File: src/rtl/int8_dot_acc_if.sv
// Operand-in / result-out handshake bundle for the int8 dot-product stage.
// The master side feeds operand pairs and consumes results; the slave side is the datapath.
interface int8_dot_acc_if #(parameter int ACC_W = 20);
  logic             in_valid;
  logic             in_ready;
  logic [7:0]       in_a;
  logic [7:0]       in_b;
  logic             out_valid;
  logic             out_ready;
  logic [ACC_W-1:0] out_acc;

  modport master (
    output in_valid, in_a, in_b, out_ready,
    input  in_ready, out_valid, out_acc
  );

  modport slave (
    input  in_valid, in_a, in_b, out_ready,
    output in_ready, out_valid, out_acc
  );
endinterface

File: src/rtl/int8_dot_acc.sv
// Sequential signed int8 dot product: 8-cycle shift-add multiply per pair,
// accumulate VEC_LEN products, then hold the result until consumed.
module int8_dot_acc #(
  parameter int VEC_LEN = 8,
  parameter int ACC_W   = 20
) (
  input  logic          clk,
  input  logic          rst_n,
  int8_dot_acc_if.slave bus,
  output logic          busy
);
  localparam int CNT_W = $clog2(VEC_LEN + 1);

  typedef enum logic [1:0] {IDLE, MUL, ACC, DONE} state_e;

  state_e           state_q, state_d;
  logic [7:0]       mcand_q, mcand_d;
  logic [7:0]       mplier_q, mplier_d;
  logic             sign_q, sign_d;
  logic [15:0]      prod_q, prod_d;
  logic [2:0]       bit_cnt_q, bit_cnt_d;
  logic [ACC_W-1:0] acc_q, acc_d;
  logic [CNT_W-1:0] elem_cnt_q, elem_cnt_d;

  logic             in_fire;
  logic             last_elem;
  logic [15:0]      signed_prod;

  assign in_fire     = bus.in_valid && bus.in_ready;
  assign last_elem   = (elem_cnt_q == CNT_W'(VEC_LEN - 1));
  // Magnitude product never exceeds 16384, so negating in 16 bits is exact.
  assign signed_prod = sign_q ? (~prod_q + 16'd1) : prod_q;

  // State register
  always_ff @(posedge clk) begin
    if (!rst_n) state_q <= IDLE;
    else        state_q <= state_d;
  end

  // Next-state logic
  always_comb begin
    state_d = state_q;
    case (state_q)
      IDLE: if (in_fire)                 state_d = MUL;
      MUL:  if (bit_cnt_q == 3'd7)       state_d = ACC;
      ACC:  state_d = last_elem ? DONE : IDLE;
      DONE: if (bus.out_ready)           state_d = IDLE;
      default:                           state_d = IDLE;
    endcase
  end

  // Outputs
  always_comb begin
    bus.in_ready  = (state_q == IDLE);
    bus.out_valid = (state_q == DONE);
    bus.out_acc   = acc_q;
    busy          = (state_q != IDLE) || (elem_cnt_q != '0);
  end

  // Datapath next values
  always_comb begin
    mcand_d    = mcand_q;
    mplier_d   = mplier_q;
    sign_d     = sign_q;
    prod_d     = prod_q;
    bit_cnt_d  = bit_cnt_q;
    acc_d      = acc_q;
    elem_cnt_d = elem_cnt_q;
    case (state_q)
      IDLE: if (in_fire) begin
        // |-128| = 128 still fits the 8-bit unsigned magnitude.
        mcand_d   = bus.in_a[7] ? (~bus.in_a + 8'd1) : bus.in_a;
        mplier_d  = bus.in_b[7] ? (~bus.in_b + 8'd1) : bus.in_b;
        sign_d    = bus.in_a[7] ^ bus.in_b[7];
        prod_d    = '0;
        bit_cnt_d = '0;
      end
      MUL: begin
        if (mplier_q[bit_cnt_q]) prod_d = prod_q + ({8'd0, mcand_q} << bit_cnt_q);
        bit_cnt_d = bit_cnt_q + 3'd1;
      end
      ACC: begin
        acc_d      = acc_q + {{(ACC_W-16){signed_prod[15]}}, signed_prod};
        elem_cnt_d = elem_cnt_q + CNT_W'(1);
      end
      DONE: if (bus.out_ready) begin
        acc_d      = '0;
        elem_cnt_d = '0;
      end
      default: ;
    endcase
  end

  always_ff @(posedge clk) begin
    if (!rst_n) begin
      mcand_q    <= '0;
      mplier_q   <= '0;
      sign_q     <= 1'b0;
      prod_q     <= '0;
      bit_cnt_q  <= '0;
      acc_q      <= '0;
      elem_cnt_q <= '0;
    end else begin
      mcand_q    <= mcand_d;
      mplier_q   <= mplier_d;
      sign_q     <= sign_d;
      prod_q     <= prod_d;
      bit_cnt_q  <= bit_cnt_d;
      acc_q      <= acc_d;
      elem_cnt_q <= elem_cnt_d;
    end
  end
endmodule

File: src/flat_wrapper.sv
// flat-port wrapper written by rule: the top's interface ports become plain ports
module int8_dot_acc_flat 
#(
  parameter int VEC_LEN = 8,
  parameter int ACC_W   = 20
)
  (clk, rst_n, busy, bus_in_valid, bus_in_a, bus_in_b, bus_out_ready, bus_in_ready, bus_out_valid, bus_out_acc);
  int8_dot_acc_if #(.ACC_W(ACC_W)) bus_i ();
  input  logic clk;
  input  logic rst_n;
  output logic busy;
  input wire logic [$bits(bus_i.in_valid)-1:0] bus_in_valid;
  input wire logic [$bits(bus_i.in_a)-1:0] bus_in_a;
  input wire logic [$bits(bus_i.in_b)-1:0] bus_in_b;
  input wire logic [$bits(bus_i.out_ready)-1:0] bus_out_ready;
  output wire logic [$bits(bus_i.in_ready)-1:0] bus_in_ready;
  output wire logic [$bits(bus_i.out_valid)-1:0] bus_out_valid;
  output wire logic [$bits(bus_i.out_acc)-1:0] bus_out_acc;
  assign bus_i.in_valid = bus_in_valid;
  assign bus_i.in_a = bus_in_a;
  assign bus_i.in_b = bus_in_b;
  assign bus_i.out_ready = bus_out_ready;
  assign bus_in_ready = bus_i.in_ready;
  assign bus_out_valid = bus_i.out_valid;
  assign bus_out_acc = bus_i.out_acc;
  int8_dot_acc #(.VEC_LEN(VEC_LEN), .ACC_W(ACC_W)) u_core (.clk(clk), .rst_n(rst_n), .bus(bus_i), .busy(busy));
endmodule
File: config.mk
export PLATFORM = sky130hd
export DESIGN_NAME = int8_dot_acc_flat
export DESIGN_NICKNAME = d
export VERILOG_FILES = /design/src/rtl/int8_dot_acc_if.sv /design/src/rtl/int8_dot_acc.sv /design/src/flat_wrapper.sv
export SDC_FILE = /design/constraint.sdc
export NUM_CORES = 1
export LEC_CHECK = 0
export ABC_AREA = 1
export CAP_MARGIN = 20
export CORE_MARGIN = 4
export CORE_UTILIZATION = 59
export DETAILED_ROUTE_END_ITERATION = 6
export PLACE_DENSITY = 0.86
export SLEW_MARGIN = 20
export SYNTH_ARGS = -nofsm -noshare
export SYNTH_HDL_FRONTEND = slang
export SYNTH_SLANG_ARGS = --single-unit
File: constraint.sdc
create_clock -name clk -period 3.4 [get_ports clk]
set_clock_uncertainty 0.15 [all_clocks]
set_input_delay 0.68 -clock clk [delete_from_list [all_inputs] [get_ports clk]]
set_output_delay 0.68 -clock clk [all_outputs]
set_load 0.05 [all_outputs]
==> impl_metrics.sql, run 1 <==
INSERT INTO impl_metrics (metric_group, metric, value, unit) VALUES
('logic_synthesis', 'mean_instance_size_in_the_synthesized_netlist', '6.522', 'um^2'),
('logic_synthesis', 'synthDominantAreaCellType', 'dfxtp_1', ''),
('timing', 'fin_crit_sh', '91.91', '%'),
('clock_tree', 'worst_skew_pair.late_latency', '360', 'ps'),
('layout', 'highest_count_cells_in_the_layout_ignoring_fill_and_taps', '180 x nand2_1, 91 x a21oi_1, 77 x inv_1, 65 x o21ai_0, 65 x nor2_1', ''),
('critical_path', 'crit_path_max_incr_delay', '550', 'ps'),
('die', 'core_region_area', '8341', 'um^2'),
('clock_tree', 'ctsLongestPathBuffers', '2', ''),
('grt', 'gr-total-overflow', '0', ''),
('route', 'via_count', '5450', ''),
('timing', 'relSlewSlack', '50.02', '%'),
('layout', 'antenna_cells', '0', ''),
('route', 'via_per_inst', '5.823', ''),
('critical_path', 'cp_top_delay_family', 'simple AND/OR/NAND/NOR gates', ''),
('layout', 'final_layout_size_suffix_gt1_share', '6.859', '%'),
('job', 'max_cap_violation_count', '0', ''),
('timing', 'setup-tns-final', '0', 'ps'),
('critical_path', 'cp.arrival', '3220', 'ps'),
('power', 'fin_total_pwr', '0.003109', 'W'),
('hold_path', 'hold_start', 'u_core.mplier_q[7]', ''),
('logic_synthesis', 'post_synth_inst_count', '789', ''),
('logic_synthesis', 'mappedNetlistArea', '5146', 'um^2'),
('clock_tree', 'cts_setup_buffers', '0', ''),
('clock_tree', 'post_cts.resized_instances', '0', ''),
('grt', 'first_global_vias', '5102', ''),
('timing', 'timing.fmax', '320.0', 'MHz'),
('clock_tree', 'htree_num_levels', '3', ''),
('die', 'die-area', '10280', 'um^2'),
('place', 'portBuffers', '42', ''),
('timing', 'slew_at_the_pin_closest_to_its_max_slew_limit', '748.9', 'ps'),
('layout', 'area.growth.synth_to_final', '14.22', '%'),
('clock_tree', 'cts.sinks', '62', ''),
('critical_path', 'crit_path_end_kind', 'register', ''),
('route', 'drt-total-wl', '14430', 'um'),
('layout', 'nets', '891', ''),
('layout', 'num-fill-cells', '729', ''),
('die', 'placementRows', '33', ''),
('critical_path', 'reg2regPathDepth', '16', ''),
('logic_synthesis', 'net_count_after_synthesis', '854', ''),
('logic_synthesis', 'synth_cell_type_count', '48', ''),
('grt', 'antenna_found_initial', '0', ''),
('route', 'drtAntennaViolNets', '0', ''),
('die', 'starting_utilization_of_the_core_area', '61.70', '%'),
('power', 'power.density_cell_area', '528.9', 'nW/um^2'),
('die', 'ios', '43', ''),
('layout', 'seq_area', '1241', 'um^2'),
('route', 'detailedRoute.firstPassIterationCount', '5', ''),
('timing', 'number_of_slew_limit_violations_in_the_final_report', '0', ''),
('grt', 'gr-usage-all-layers', '28.84', '%'),
('grt', 'first_pass_grt_wire_length', '23840', 'um'),
('clock_tree', 'cts.clk_slew.worst_paths', '90', 'ps'),
('place', 'place.detailed.hpwl', '11200', 'um'),
('grt', 'grt_max_degree', '34', ''),
('hold_path', 'min_delay_worst_endpoint', 'u_core.mplier_q[7]', ''),
('die', 'die-height', '101.4', 'um'),
('timing', 'setup_viol', '0', ''),
('critical_path', 'worstPathMaxFanout', '12', ''),
('route', 'wire_per_inst', '15.42', 'um'),
('outcome', 'status', 'completed', ''),
('power', 'power_leakage', '2.637', 'nW'),
('logic_synthesis', 'post-synth-top-area-fraction', '24.12', '%'),
('layout', 'layout_commonest_cell', 'nand2_1', ''),
('power', 'ir_worst_vdd', '0.2623', 'mV'),
('critical_path', 'criticalPathCategory', 'register to register', ''),
('clock_tree', 'holdBufCountCts', '0', ''),
('clock_tree', 'root_buffer', 'clkbuf_8', ''),
('layout', 'multi_input_comb_area', '3467', 'um^2'),
('timing', 'post-route-min-period', '3125', 'ps'),
('timing', 'grt_setup_unrepaired', 'no', ''),
('hold_path', 'hold_path.class', 'register to register', ''),
('critical_path', 'setup.reg_to_reg.worst_slack', '270', 'ps');
## area by class of cell
cell class              count  share of cell area, %
repair buffers             48                  7.918
clock buffers               9                  2.107
flip-flops and latches     62                  21.12
inverters                  83                  5.470
well taps                 105                  2.235
clock inverters             7                  2.171
multi-input cells         622                  58.98
## logic make-up after synthesis
| family | after synthesis | share of synthesized area (%) |
|---|---|---|
| AO/OA/AOI/OAI | 199 | 21.64 |
| flip-flops | 62 | 24.12 |
| multiplexers | 5 | 0.9726 |
| adder cells (fa/ha/maj) | 45 | 11.23 |
| XOR/XNOR | 25 | 4.255 |
| buffers and inverters | 105 | 8.607 |
| AND/OR/NAND/NOR | 348 | 29.18 |
## stage by stage
stage          utilization [%]  setup slack (ps)  std cells  hold slack (ps)  instance area (um^2)
2_1_floorplan                -             707.4        789            295.7                  5146
3_3_place_gp             67.40             499.6        920            305.7                  5622
3_5_place_dp             67.40             293.4        920            319.4                  5622
4_1_cts                  70.42             259.5        936            329.8                  5873
5_1_grt                  70.48             84.90        936            351.3                  5878
6_report                 70.48             275.0        936            328.1                  5878
## report_power, final
group	internal (W)	switching [W]	leakage, nW
clock network	0.000498	0.000342	0.126
logic	0.000434	0.000913	2.01
registers	0.000817	0.000104	0.504
total	0.00175	0.00136	2.64
## registers in the layout, summed over array words and instances (netlist names)
name and cells:
u_core.mcand_q 8, u_core.elem_cnt_q 4, u_core.state_q 2, u_core.mplier_q 8
u_core.bit_cnt_q 3, u_core.prod_q 16, u_core.sign_q 1, u_core.bus.out_acc 20
## how the worst max path moves through the flow
stage	endpoint	slack [ps]	depth (start not counted)
after floorplan	u_core.bus.out_acc[10]	710	16
after global placement	u_core.bus.out_acc[10]	500	16
after detailed placement	u_core.bus.out_acc[10]	290	17
after CTS	u_core.bus.out_acc[10]	260	17
after global routing	u_core.prod_q[15]	80	15
final	u_core.prod_q[15]	270	16
## Yosys cell counts (all sizes together)
cell type / count
inv: 82
nand3: 61
o211ai: 2
o21bai: 8
nor4: 2
nand2: 189
dfxtp: 62
nand4: 6
clkinv: 1
xor2: 18
ha: 43
o31ai: 5
and2: 1
o211a: 1
mux2i: 5
or2: 6
clkbuf: 15
a211oi: 2
fa: 2
a211o: 1
xnor2: 7
o22ai: 2
buf: 7
o41ai: 1
nor2: 69
nor3: 12
a21oi: 99
o21ai: 67
o221ai: 1
nand3b: 2
a31oi: 6
a21o: 4
## per-layer routing
metal  part of all wire [%]  global-route usage [%]  up-vias
li1                       -                       -     2726
met2                     47                   49.75      193
met4                    2.4                   10.84        0
met5                      0                       0        -
met3                    6.7                   4.339       30
met1                     44                   36.25     2501
## worst reg2reg max path: cells and delay by family, from the launching register on
kind                     cells  cell delay, ps
AO/OA/AOI/OAI                4             790
flip-flops                   1             550
AND/OR/NAND/NOR             10             900
buffers and inverters        1             260
adder cells (fa/ha/maj)      1             360
(Power assumes the default switching activity.)
==> inputs of run 2 (changes only) <==
- CORE_UTILIZATION: 59 -> 61
- CTS_BUF_LIST: unset -> sky130_fd_sc_hd__clkbuf_4
- PLACE_DENSITY: 0.86 -> 0.88
==> impl_metrics.sql, run 2 (same netlist as run 1, synthesis figures left out) <==
INSERT INTO impl_metrics (metric_group, metric, value, unit) VALUES
('outcome', 'status', 'completed', ''),
('hold_path', 'hold_path.class', 'register to register', ''),
('timing', 'post-route-min-period', '3047', 'ps'),
('layout', 'nets', '890', ''),
('die', 'die-area', '9970', 'um^2'),
('critical_path', 'crit_path_end_kind', 'register', ''),
('critical_path', 'worstPathMaxFanout', '5', ''),
('power', 'power.share.switching', '46.75', '%'),
('job', 'max_cap_violation_count', '0', ''),
('timing', 'fin_crit_sh', '89.62', '%'),
('critical_path', 'criticalPathCategory', 'register to register', ''),
('layout', 'area.growth.synth_to_final', '12.06', '%'),
('power', 'power_leakage', '2.579', 'nW'),
('die', 'starting_utilization_of_the_core_area', '62.63', '%'),
('timing', 'timing.fmax', '328.2', 'MHz'),
('timing', 'finalHoldViolCount', '0', ''),
('grt', 'gr-usage-all-layers', '27.31', '%'),
('route', 'via_count', '5455', ''),
('grt', 'antenna_found_initial', '0', ''),
('critical_path', 'critPathSlowestCell', 'dfxtp_1', ''),
('route', 'wl_met1', '5910', 'um'),
('power', 'p_comb_share', '46.7', '%'),
('clock_tree', 'htree_num_levels', '3', ''),
('die', 'placementRows', '33', ''),
('clock_tree', 'root_buffer', 'clkbuf_4', ''),
('critical_path', 'critPathRequiredTime', '3630', 'ps'),
('die', 'ios', '43', ''),
('power', 'sequential_fraction_of_design_power', '33.1', '%'),
('route', 'drtAntennaViolNets', '0', ''),
('route', 'via_per_inst', '5.834', ''),
('die', 'die-width', '99.85', 'um'),
('grt', 'first_pass_grt_wire_length', '22200', 'um'),
('grt', 'first_global_vias', '4965', ''),
('power', 'fin_total_pwr', '0.002781', 'W'),
('route', 'wire_per_inst', '14.29', 'um'),
('critical_path', 'crit_path_cell_trace', 'nor2_1, nand2_1, o21ai_1, o21ai_0, xor2_1, ha_1, nand2_1, inv_1, a21oi_1, nor2_1, nor2_1, nand2_1, a21oi_1, o21ai_0, a21oi_1', ''),
('layout', 'highest_count_cells_in_the_layout_ignoring_fill_and_taps', '180 x nand2_1, 91 x a21oi_1, 77 x inv_1, 65 x o21ai_0, 65 x nor2_1', ''),
('power', 'ir_worst_vdd', '0.3473', 'mV'),
('place', 'place.detailed.hpwl', '10390', 'um'),
('power', 'power.density_cell_area', '482.2', 'nW/um^2'),
('place', 'portBuffers', '42', ''),
('power', 'power.switching', '0.001300', 'W'),
('route', 'wl_met2', '6261', 'um'),
('power', 'power.clock.fraction', '20.2', '%'),
('route', 'detailedRoute.firstPassIterationCount', '5', ''),
('route', 'route.top_layer_used', 'met4', ''),
('timing', 'slew_at_the_pin_closest_to_its_max_slew_limit', '723.4', 'ps'),
('timing', 'relSlewSlack', '51.72', '%'),
('route', 'route.detailed.drc', '0', ''),
('layout', 'layout_commonest_cell', 'nand2_1', ''),
('timing', 'setup_viol', '0', ''),
('critical_path', 'crit_path_max_incr_delay', '390', 'ps'),
('critical_path', 'start_kind', 'register', ''),
('grt', 'gr-total-overflow', '0', ''),
('timing', 'grt_setup_unrepaired', 'no', ''),
('clock_tree', 'cts.clk_slew.worst_paths', '130', 'ps'),
('clock_tree', 'ctsLongestPathBuffers', '2', ''),
('grt', 'grt_max_degree', '34', ''),
('timing', 'number_of_slew_limit_violations_in_the_final_report', '0', ''),
('timing', 'setup-tns-final', '0', 'ps'),
('clock_tree', 'cts.sinks', '62', ''),
('clock_tree', 'cts_tree', 'built', ''),
('critical_path', 'cp.arrival', '3280', 'ps'),
('power', 'cellInternalPower', '0.001481', 'W'),
('route', 'met3RoutedLength', '885', 'um'),
('route', 'drt_first_iter_violations', '335', ''),
('die', 'core_region_area', '8217', 'um^2'),
('clock_tree', 'cts-buffers-inserted', '9', ''),
('route', 'drt-total-wl', '13370', 'um'),
('die', 'die-height', '99.85', 'um'),
('clock_tree', 'worst_skew_pair.late_latency', '440', 'ps'),
('layout', 'antenna_cells', '0', ''),
('layout', 'flip_flop_count_of_the_largest_register_after_layout', '20', ''),
('layout', 'final_layout_size_suffix_gt1_share', '6.747', '%'),
('place', 'final_weighted_congestion_in_routability_driven_placement', '0.9685', ''),
('clock_tree', 'cts_setup_buffers', '0', '');
run 2: changes by cell type in the layout (fill, tap and decap cells not counted), sizes merged:
| cell | previous run | this run |
|---|---|---|
| buf | 6 | 5 |
| clkinvlp | 0 | 2 |
| bufinv | 3 | 1 |
run 2: path summary, 6_finish.rpt:
check | startpoint | endpoint | slack, ps | depth (start not counted)
worst max-delay path | u_core.prod_q[1] | u_core.bus.out_acc[15] | 350 | 15
worst min-delay path | u_core.mplier_q[7] | u_core.mplier_q[7] | 330 | 2
worst max register to register | u_core.prod_q[1] | u_core.bus.out_acc[15] | 350 | 15
worst min register to register | u_core.mplier_q[7] | u_core.mplier_q[7] | 330 | 2
run 2: layer usage:
layer / up-vias / track usage (%)
met1: 2458 / 35.06
met4: 0 / 11.34
met3: 38 / 3.336
li1: 2728 / -
met5: - / 0
met2: 231 / 46.33
run 2: critical path, delay by kind of cell (launching register included):
family | cells | cell delay [ps]
AOI/OAI and AO/OA | 6 | 1140
xor gates and xnor gates | 1 | 260
adders and majority gates | 1 | 330
buffers and inverters | 1 | 70
DFF | 1 | 390
and+or+nand+nor | 6 | 660
run 2: power groups by stage:
stage	logic, W	registers, W	clock network [W]
floorplan	0.000967	0.000945	0
global placement	0.00124	0.000927	0
detailed placement	0.00128	0.000932	0
CTS	0.00128	0.000916	0.000572
global route	0.00145	0.000934	0.000600
finish	0.00130	0.000921	0.000561
run 2: layout make-up:
class | count | area [um^2]
clock buffer | 9 | 67.56
clock inverter | 7 | 80.08
fill | 709 | 2450
inverter | 83 | 321.6
multi-input combinational | 622 | 3467
sequential | 62 | 1241
tap | 105 | 131.4
timing repair buffer | 47 | 457.9
run 2: metrics by stage:
step	utilization [%]	std cells	hold slack [ps]	worst slack (ps)	instance area (um^2)
2_1_floorplan	-	789	295.7	707.4	5146
3_3_place_gp	68.33	919	308.0	507.5	5614
3_5_place_dp	68.33	919	310.7	383.6	5614
4_1_cts	70.12	935	326.9	347.3	5762
5_1_grt	70.18	935	345.0	107.9	5767
6_report	70.18	935	327.1	353.0	5767
run 2: what timing repair did:
item                       in CTS  in global routing
hold endpoints to repair        0                  0
hold buffers                    0                  0
resized for setup               0                  1
setup endpoints to repair       0                  2
